$ cat config.mk
export PLATFORM = sky130hd
export DESIGN_NAME = ps_router
export DESIGN_NICKNAME = d
export VERILOG_FILES = /design/src/rtl/ps_pkg.sv /design/src/rtl/ps_fifo.sv /design/src/rtl/ps_router.sv
export SDC_FILE = /design/constraint.sdc
export NUM_CORES = 1
export LEC_CHECK = 0
export BUFFER_PORTS_ARGS = -buffer_cell sky130_fd_sc_hd__buf_4
export CAP_MARGIN = 20
export CELL_PAD_IN_SITES_DETAIL_PLACEMENT = 2
export CELL_PAD_IN_SITES_GLOBAL_PLACEMENT = 2
export CORE_MARGIN = 5
export CORE_UTILIZATION = 43
export DETAILED_ROUTE_END_ITERATION = 12
export PLACE_DENSITY_LB_ADDON = 0.1
export SLEW_MARGIN = 20
export SYNTH_ARGS = -nofsm -noshare
export SYNTH_HDL_FRONTEND = slang
export SYNTH_SLANG_ARGS = --single-unit
$ cat constraint.sdc
create_clock -name clk -period 6.2 [get_ports clk]
set_clock_uncertainty 0.05 [all_clocks]
set_input_delay 0.93 -clock clk [delete_from_list [all_inputs] [get_ports clk]]
set_output_delay 0.93 -clock clk [all_outputs]
set_load 0.01 [all_outputs]
$ cat src/rtl/ps_pkg.sv
// Shared types and constants for the permutation-service router.
// Entry struct widths describe the default router configuration.
package ps_pkg;
   localparam int PS_DATA_W = 8;
   localparam int PS_NUM_CH = 4;
   localparam int PS_CH_W   = $clog2(PS_NUM_CH);
   localparam int NOC_NOP   = 0;
   localparam int HDR_BIT   = PS_DATA_W - 1;

   typedef enum logic [1:0] {I_IDLE, I_LEN, I_PAY, I_DROP} in_state_t;
   typedef enum logic [1:0] {O_IDLE, O_HDR, O_DATA} out_state_t;

   typedef struct packed {
      logic [PS_CH_W-1:0]   ch;
      logic                 last;
      logic [PS_DATA_W-1:0] data;
   } ps_entry_t;
endpackage

$ cat src/rtl/ps_fifo.sv
// Synchronous FIFO; head is the oldest entry, readable the cycle after it is written.
// A push into a full FIFO is accepted only when a pop frees a slot in the same cycle.
module ps_fifo #(
   parameter int WIDTH = 8,
   parameter int DEPTH = 8
) (
   input  logic             clk,
   input  logic             reset,
   input  logic             push,
   input  logic [WIDTH-1:0] push_dat,
   input  logic             pop,
   output logic             full,
   output logic             empty,
   output logic [WIDTH-1:0] head
);
   localparam int AW = $clog2(DEPTH);

   logic [WIDTH-1:0] mem_q [DEPTH];
   logic [AW-1:0]    wr_q, rd_q;
   logic [AW:0]      cnt_q;
   logic             do_push, do_pop;

   assign full    = (cnt_q == (AW+1)'(DEPTH));
   assign empty   = (cnt_q == '0);
   assign do_pop  = pop & ~empty;
   assign do_push = push & (~full | do_pop);
   assign head    = mem_q[rd_q];

   always_ff @(posedge clk) begin
      if (do_push) mem_q[wr_q] <= push_dat;
   end

   always_ff @(posedge clk) begin
      if (!reset) begin
         wr_q  <= '0;
         rd_q  <= '0;
         cnt_q <= '0;
      end else begin
         if (do_push) wr_q <= wr_q + 1'b1;
         if (do_pop)  rd_q <= rd_q + 1'b1;
         cnt_q <= cnt_q + (AW+1)'(do_push) - (AW+1)'(do_pop);
      end
   end
endmodule

$ cat src/rtl/ps_router.sv
// NOC byte port to NUM_CH device channels: parses/steers inbound packets through a FIFO,
// round-robin frames channel responses back onto the NOC. Inbound has no backpressure.
module ps_router
   import ps_pkg::*;
#(
   parameter int DATA_W     = PS_DATA_W,
   parameter int NUM_CH     = PS_NUM_CH,
   parameter int FIFO_DEPTH = 8
) (
   input  logic                     clk,
   input  logic                     reset,
   input  logic                     noc_to_dev_ctl,
   input  logic [DATA_W-1:0]        noc_to_dev_data,
   output logic                     noc_from_dev_ctl,
   output logic [DATA_W-1:0]        noc_from_dev_data,
   output logic [NUM_CH-1:0]        ch_valid,
   output logic [DATA_W-1:0]        ch_data,
   output logic                     ch_last,
   input  logic [NUM_CH-1:0]        ch_ready,
   input  logic [NUM_CH-1:0]        rsp_valid,
   input  logic [NUM_CH*DATA_W-1:0] rsp_data,
   input  logic [NUM_CH-1:0]        rsp_last,
   output logic [NUM_CH-1:0]        rsp_ready,
   output logic                     err_overflow,
   output logic                     err_badch,
   output logic                     err_abort
);
   localparam int CH_W = $clog2(NUM_CH);
   localparam int HDR  = DATA_W - 1;
   localparam int EW   = CH_W + 1 + DATA_W;
   localparam logic [DATA_W:0] REM_ONE = (DATA_W+1)'(1);

   typedef struct packed {
      logic [CH_W-1:0]   ch;
      logic              last;
      logic [DATA_W-1:0] data;
   } entry_t;

   in_state_t         in_st_q;
   logic [CH_W-1:0]   in_ch_q;
   logic              drop_q;
   logic [DATA_W:0]   rem_q;
   logic              err_ovf_q, err_bad_q, err_abt_q;
   logic              is_hdr, hdr_bad, push, pop, full, empty;
   logic [DATA_W-1:0] hdr_ch;
   entry_t            push_dat, head;

   // The range check uses the whole field below the header bit, not just CH_W bits.
   assign hdr_ch   = {1'b0, noc_to_dev_data[HDR-1:0]};
   assign is_hdr   = noc_to_dev_ctl & noc_to_dev_data[HDR];
   assign hdr_bad  = (hdr_ch >= DATA_W'(NUM_CH));
   assign push     = (in_st_q == I_PAY) & ~noc_to_dev_ctl;
   assign push_dat = {in_ch_q, (rem_q == REM_ONE), noc_to_dev_data};

   always_ff @(posedge clk) begin
      if (!reset) begin
         in_st_q   <= I_IDLE;
         in_ch_q   <= '0;
         drop_q    <= 1'b0;
         rem_q     <= '0;
         err_ovf_q <= 1'b0;
         err_bad_q <= 1'b0;
         err_abt_q <= 1'b0;
      end else begin
         if (push && full && !pop) err_ovf_q <= 1'b1;
         if (noc_to_dev_ctl) begin
            // A control byte ends any packet in progress, then is parsed as if idle.
            if (in_st_q != I_IDLE) err_abt_q <= 1'b1;
            if (is_hdr) begin
               in_st_q <= I_LEN;
               in_ch_q <= noc_to_dev_data[CH_W-1:0];
               drop_q  <= hdr_bad;
               if (hdr_bad) err_bad_q <= 1'b1;
            end else begin
               in_st_q <= I_IDLE;
            end
         end else begin
            case (in_st_q)
               I_LEN: begin
                  rem_q   <= (noc_to_dev_data == '0) ? {1'b1, {DATA_W{1'b0}}}
                                                     : {1'b0, noc_to_dev_data};
                  in_st_q <= drop_q ? I_DROP : I_PAY;
               end
               I_PAY, I_DROP: begin
                  rem_q <= rem_q - REM_ONE;
                  if (rem_q == REM_ONE) in_st_q <= I_IDLE;
               end
               default: ;
            endcase
         end
      end
   end

   ps_fifo #(.WIDTH(EW), .DEPTH(FIFO_DEPTH)) u_fifo (
      .clk      (clk),
      .reset    (reset),
      .push     (push),
      .push_dat (push_dat),
      .pop      (pop),
      .full     (full),
      .empty    (empty),
      .head     (head)
   );

   assign pop          = ~empty & ch_ready[head.ch];
   assign ch_valid     = empty ? '0 : (NUM_CH'(1) << head.ch);
   assign ch_data      = head.data;
   assign ch_last      = ~empty & head.last;
   assign err_overflow = err_ovf_q;
   assign err_badch    = err_bad_q;
   assign err_abort    = err_abt_q;

   out_state_t        out_st_q;
   logic [CH_W-1:0]   rr_q, nxt_g, idx;
   logic              noc_ctl_q;
   logic [DATA_W-1:0] noc_dat_q, hdr_out;

   // Scan farthest-to-nearest so the nearest requester after rr_q wins.
   always_comb begin
      nxt_g = rr_q;
      idx   = '0;
      for (int i = NUM_CH; i >= 1; i--) begin
         idx = CH_W'((int'(rr_q) + i) % NUM_CH);
         if (rsp_valid[idx]) nxt_g = idx;
      end
   end

   always_comb begin
      hdr_out           = '0;
      hdr_out[HDR]      = 1'b1;
      hdr_out[CH_W-1:0] = rr_q;
   end

   always_ff @(posedge clk) begin
      if (!reset) begin
         out_st_q  <= O_IDLE;
         rr_q      <= CH_W'(NUM_CH - 1);
         noc_ctl_q <= 1'b1;
         noc_dat_q <= DATA_W'(NOC_NOP);
      end else begin
         noc_ctl_q <= 1'b1;
         noc_dat_q <= DATA_W'(NOC_NOP);
         case (out_st_q)
            O_IDLE: if (|rsp_valid) begin
               rr_q     <= nxt_g;
               out_st_q <= O_HDR;
            end
            O_HDR: begin
               noc_dat_q <= hdr_out;
               out_st_q  <= O_DATA;
            end
            O_DATA: if (rsp_valid[rr_q]) begin
               noc_ctl_q <= 1'b0;
               noc_dat_q <= rsp_data[int'(rr_q)*DATA_W +: DATA_W];
               if (rsp_last[rr_q]) out_st_q <= O_IDLE;
            end
            default: out_st_q <= O_IDLE;
         endcase
      end
   end

   assign rsp_ready         = (out_st_q == O_DATA) ? (NUM_CH'(1) << rr_q) : '0;
   assign noc_from_dev_ctl  = noc_ctl_q;
   assign noc_from_dev_data = noc_dat_q;
endmodule

Word level (Yosys, flattened, before mapping)
Memories as Yosys holds them, arrays and structs flattened. A register that Yosys moved wholly into a read port is not among the register bits.
Cells that the tools add are included.

storage, ports and cells
  output and inout bits = 29
  memories kept = 1
  bits of input ports = 55
  bits in writable memories = 88
  bits in registers = 40
  word-level logic and storage cells = 113

cells by class
  mux-type cells = 38
  $add $sub $neg = 9
  bitwise operators = 10
  magnitude comparators = 7
  eq/ne operators = 11
  shift operators = 3
  reduce and logical (&&, ||, !) cells = 20

memories
  memory        words  bits a word  read ports  clocked after Yosys merged registers in  write ports  RTL line       text
  u_fifo.mem_q  8      11           1           1                                        1            ps_fifo.sv:18  logic [WIDTH-1:0] mem_q [DEPTH];

operators with widths
  kind                   number
  $shiftx A32 B6 Y8      1
  $lt A2 B3 Y1 const B   6
  $mux W2                9
  $pmux W9 S2            1
  $pmux W8 S2            1
  $bmux W1 S2            7
  $mux W1                12
  $reduce_and A2 Y1      5
  $eq A9 B1 Y1 const B   1
  $mux W9                1
  $reduce_and A3 Y1      3
  $sub A9 B1 Y9 const B  1
  $logic_not A8 Y1       1
  $mux W4                2
  $mux W8                1
  $shl A1 B2 Y4 const A  2
  $ge A7 B3 Y1 const B   1
  $add A3 B1 Y3 const B  2
  $and A1 B1 Y1          6
  $eq A2 B2 Y1 const B   3
  $mux W3                2
  $ne A2 B2 Y1 const B   3
  $pmux W2 S3            1
  $add A2 B1 Y2 const B  2
  other kinds (18)       24

Depth between registers and ports, before layout
  depth after elaboration = 8
  depth in mapped cells = 12
  gate-level depth less buffers = 12

By module
A second synthesis with hierarchy kept.

second synthesis, totals
  cells, all modules = 432
  area, all modules = 6048.3 um^2

by module, submodules not included
  module     instances  area an instance (um^2)  cells each
  ps_fifo    1          4083.9                   219
  ps_router  1          1964.4                   213

Worst setup path after synthesis
Ideal clock, no wire load.

  path kind = reg-to-reg
  start point = register (tool-made name)
  end point = memory u_fifo.mem_q[2][0] (netlist bit), enable pin
  data required time = 5.742 ns
  setup slack = 2.908 ns
  data arrival time = 2.834 ns
  clock period less this slack = 3.292 ns
  stages on the path, launching flop included = 8
  cells stage by stage = dfxtp_1 buf_6 buf_4 and3_1 or4b_4 o22ai_2 o21ai_4 nor4_1

RTL lines
  what           RTL line
  end, declared  ps_fifo.sv:18

==> flow_summary.toml <==
[layout]
drive_gt1_frac = 0.313
n_antenna_cell = 0
syn2layout_area_growth_pct = 24.1
fin_cells = 704
final_util = 0.549
fin_nets = 589

[clocking]
cts_resized = 0
cts-htree-levels = 4
clk_pin_slew_worst_paths_ps = 60
cts-root-buf = "clkbuf_16"
clock-sinks = 131
cts.path.max_buffers = 2
cts_tree = "built"
cts_buffers = 17
cts_hold_buf = 0
post_cts_buffers = 0
worstSkewPairLatency_ps = 420

[yosys]
synth_area_leader_cell = "edfxtp_1"
synthTopCellsByCount = "edfxtp_1, dfxtp_1, nand2_1"
syn_inst = 426
syn-cell-area_sq_mm = 0.00590
syn_nets = 500
synth-async-reset-ratio = 0
yosysMostFrequentCell = "edfxtp_1"
synth-edff-count = 88
yosys-top-cells-area = "edfxtp_1, dfxtp_1, mux4_2"
synthFlopType = "edfxtp_1"
ys_ff_latch = 131
synth_top_cell_area_share = 0.448
ys.warnings.count = 0
yosysUniqueCellTypes = 52
yosysSeqAreaShare = 0.593
syn_area_per_cell_sq_um = 13.9

[global_routing]
grt_pass1_wl_mm = 28.7
grt_overflow = 0
antenna_found_initial = 0
grt_max_degree = 39
grt_pass1_vias = 4738
track_usage = 0.239

[die]
fp.dieW_um = 127
die_h_um = 127
fp-row-count = 42
io_pins = 84
start_util = 0.442
dieArea_sq_mm = 0.0162
core_sq_mm = 0.0133

[drt]
num_vias = 4060
dr.pass1.iters = 5
drc_errors = 0
wire_per_inst_um = 26.1
postRouteAntennaNets = 0
via_per_inst = 5.77
drt_first_iter_violations = 272
wl_mm = 18.4

[outcome]
status = "completed"

[critical_path]
arrival_ps = 4340
cp.required_ps = 6280
rrSetupSlack_ps = 1950
crit_family = "multiplexers"
start_kind = "flop"
cp_max_fo = 15
endpoint_kind = "flop"
critPathSlowestCell = "dfxtp_1"
worst-path-buf-inv = 2
crit_path_max_incr_delay_ps = 830
criticalPathCategory = "flop to flop"
path_cells = "buf_4 -> mux2i_1 -> mux4_2 -> mux2i_1 -> o22ai_2 -> o21ai_4 -> nor3_1 -> buf_4"

[power]
power_density_mw_per_mm2 = 386
leakage_nw = 2.77
ir_drop_mv = 0.203

[timing]
fin_tns_setup_ps = 0
setup_viol = 0
slew_violations = 0
tightest_slew_ps = 1180
max_freq_ghz = 0.235
max_slew_margin = 0.211
layout_min_cycle_time_ps = 4250
hold_viol = 0
grt_setup_unrepaired = "false"
period_share = 0.686

[placed_design]
place_congestion = 0.780
hpwl_mm = 12.3
port_buffers = 83
dp.cells = 672

[min_path]
hp-class = "flop to flop"

[run]
max_cap_viol_count = 0
## where the power goes
group          total, mW  switching, mW  internal (mW)
clock network      0.988          0.371          0.617
logic              0.781          0.390          0.391
registers           1.06         0.0867          0.972
## stage by stage
stage          hold slack (ps)  total power [mW]  setup slack [ps]  cell area, sq um
6_report                   421              2.83              1950              7320
5_1_grt                    451              2.96              1700              7320
4_1_cts                    422              2.86              1860              7320
3_5_place_dp               406              1.85              1880              6740
3_3_place_gp               402              1.77              2160              6730
2_1_floorplan              399              1.57              2910              5900
## flip-flops by register name, indices dropped and copies added (netlist names), 2 cells and up, named ones only
| register | count |
|---|---|
| u_fifo.mem_q | 88 |
| rr_q | 2 |
| u_fifo.cnt_q | 4 |
| out_st_q | 2 |
| rem_q | 9 |
| u_fifo.rd_q | 3 |
| u_fifo.wr_q | 3 |
| noc_from_dev_data | 8 |
| in_ch_q | 2 |
| in_st_q | 2 |
## cell families after synthesis
kind of cell,count (synthesis),share of synthesized area
AOI/OAI and AO/OA,60,0.0708
xor gates and xnor gates,3,0.00445
adders and majority gates,19,0.0415
buffers and inverters,41,0.0297
DFF,131,0.593
muxes,59,0.162
and+or+nand+nor,113,0.0986
## routing by layer
metal,share of wire,GRT usage,up-vias
li1,-,-,1798
met1,0.40,0.289,2095
met2,0.53,0.422,140
met3,0.050,0.0559,27
met4,0.021,0.0820,0
met5,0,0,-
## cell usage in the layout (no fill, tap or decap), types with 2 or more instances in the layout
| cell | instances |
|---|---|
| nor2b_1 | 10 |
| clkinv_1 | 2 |
| mux2_2 | 10 |
| o311ai_0 | 2 |
| or3_1 | 2 |
| a21o_1 | 2 |
| mux4_2 | 28 |
| nand3_1 | 7 |
| edfxtp_1 | 88 |
| o221ai_1 | 4 |
| nor2_1 | 20 |
| a22oi_1 | 2 |
| inv_1 | 20 |
| buf_4 | 90 |
| o21a_1 | 2 |
| nor3_1 | 5 |
| xor2_1 | 2 |
| a21boi_0 | 9 |
| o22ai_1 | 2 |
| dfxtp_1 | 43 |
| nor4_4 | 2 |
| bufinv_16 | 2 |
| clkbuf_16 | 17 |
| and2_1 | 12 |
| nand2b_1 | 4 |
| and3_1 | 11 |
| nor4_2 | 2 |
| nor4_1 | 5 |
| clkbuf_8 | 3 |
| mux2i_1 | 21 |
| a211oi_1 | 2 |
| nand2_1 | 29 |
| o211ai_1 | 2 |
| o21ai_0 | 10 |
| a21oi_1 | 12 |
| ha_1 | 18 |
| clkinv_2 | 5 |
## final cells by class
class	instances	area (sq um)
fill	1245	6020
sequential	131	3500
multi-input combinational	254	2270
timing repair buffer	90	676
clock buffer	21	470
tap	176	220
clock inverter	11	109
inverter	21	78.8
## final timing paths
kind	endpoint	depth (start not counted)	startpoint
max	u_fifo.mem_q[6][3]$_DFFE_PP_	8	flop
max reg2reg	u_fifo.mem_q[6][3]$_DFFE_PP_	8	flop
min	err_badch$_SDFFE_PN0P_	1	err_badch$_SDFFE_PN0P_
min reg2reg	err_badch$_SDFFE_PN0P_	1	err_badch$_SDFFE_PN0P_
No activity file was read; power rests on OpenSTA's default activity.
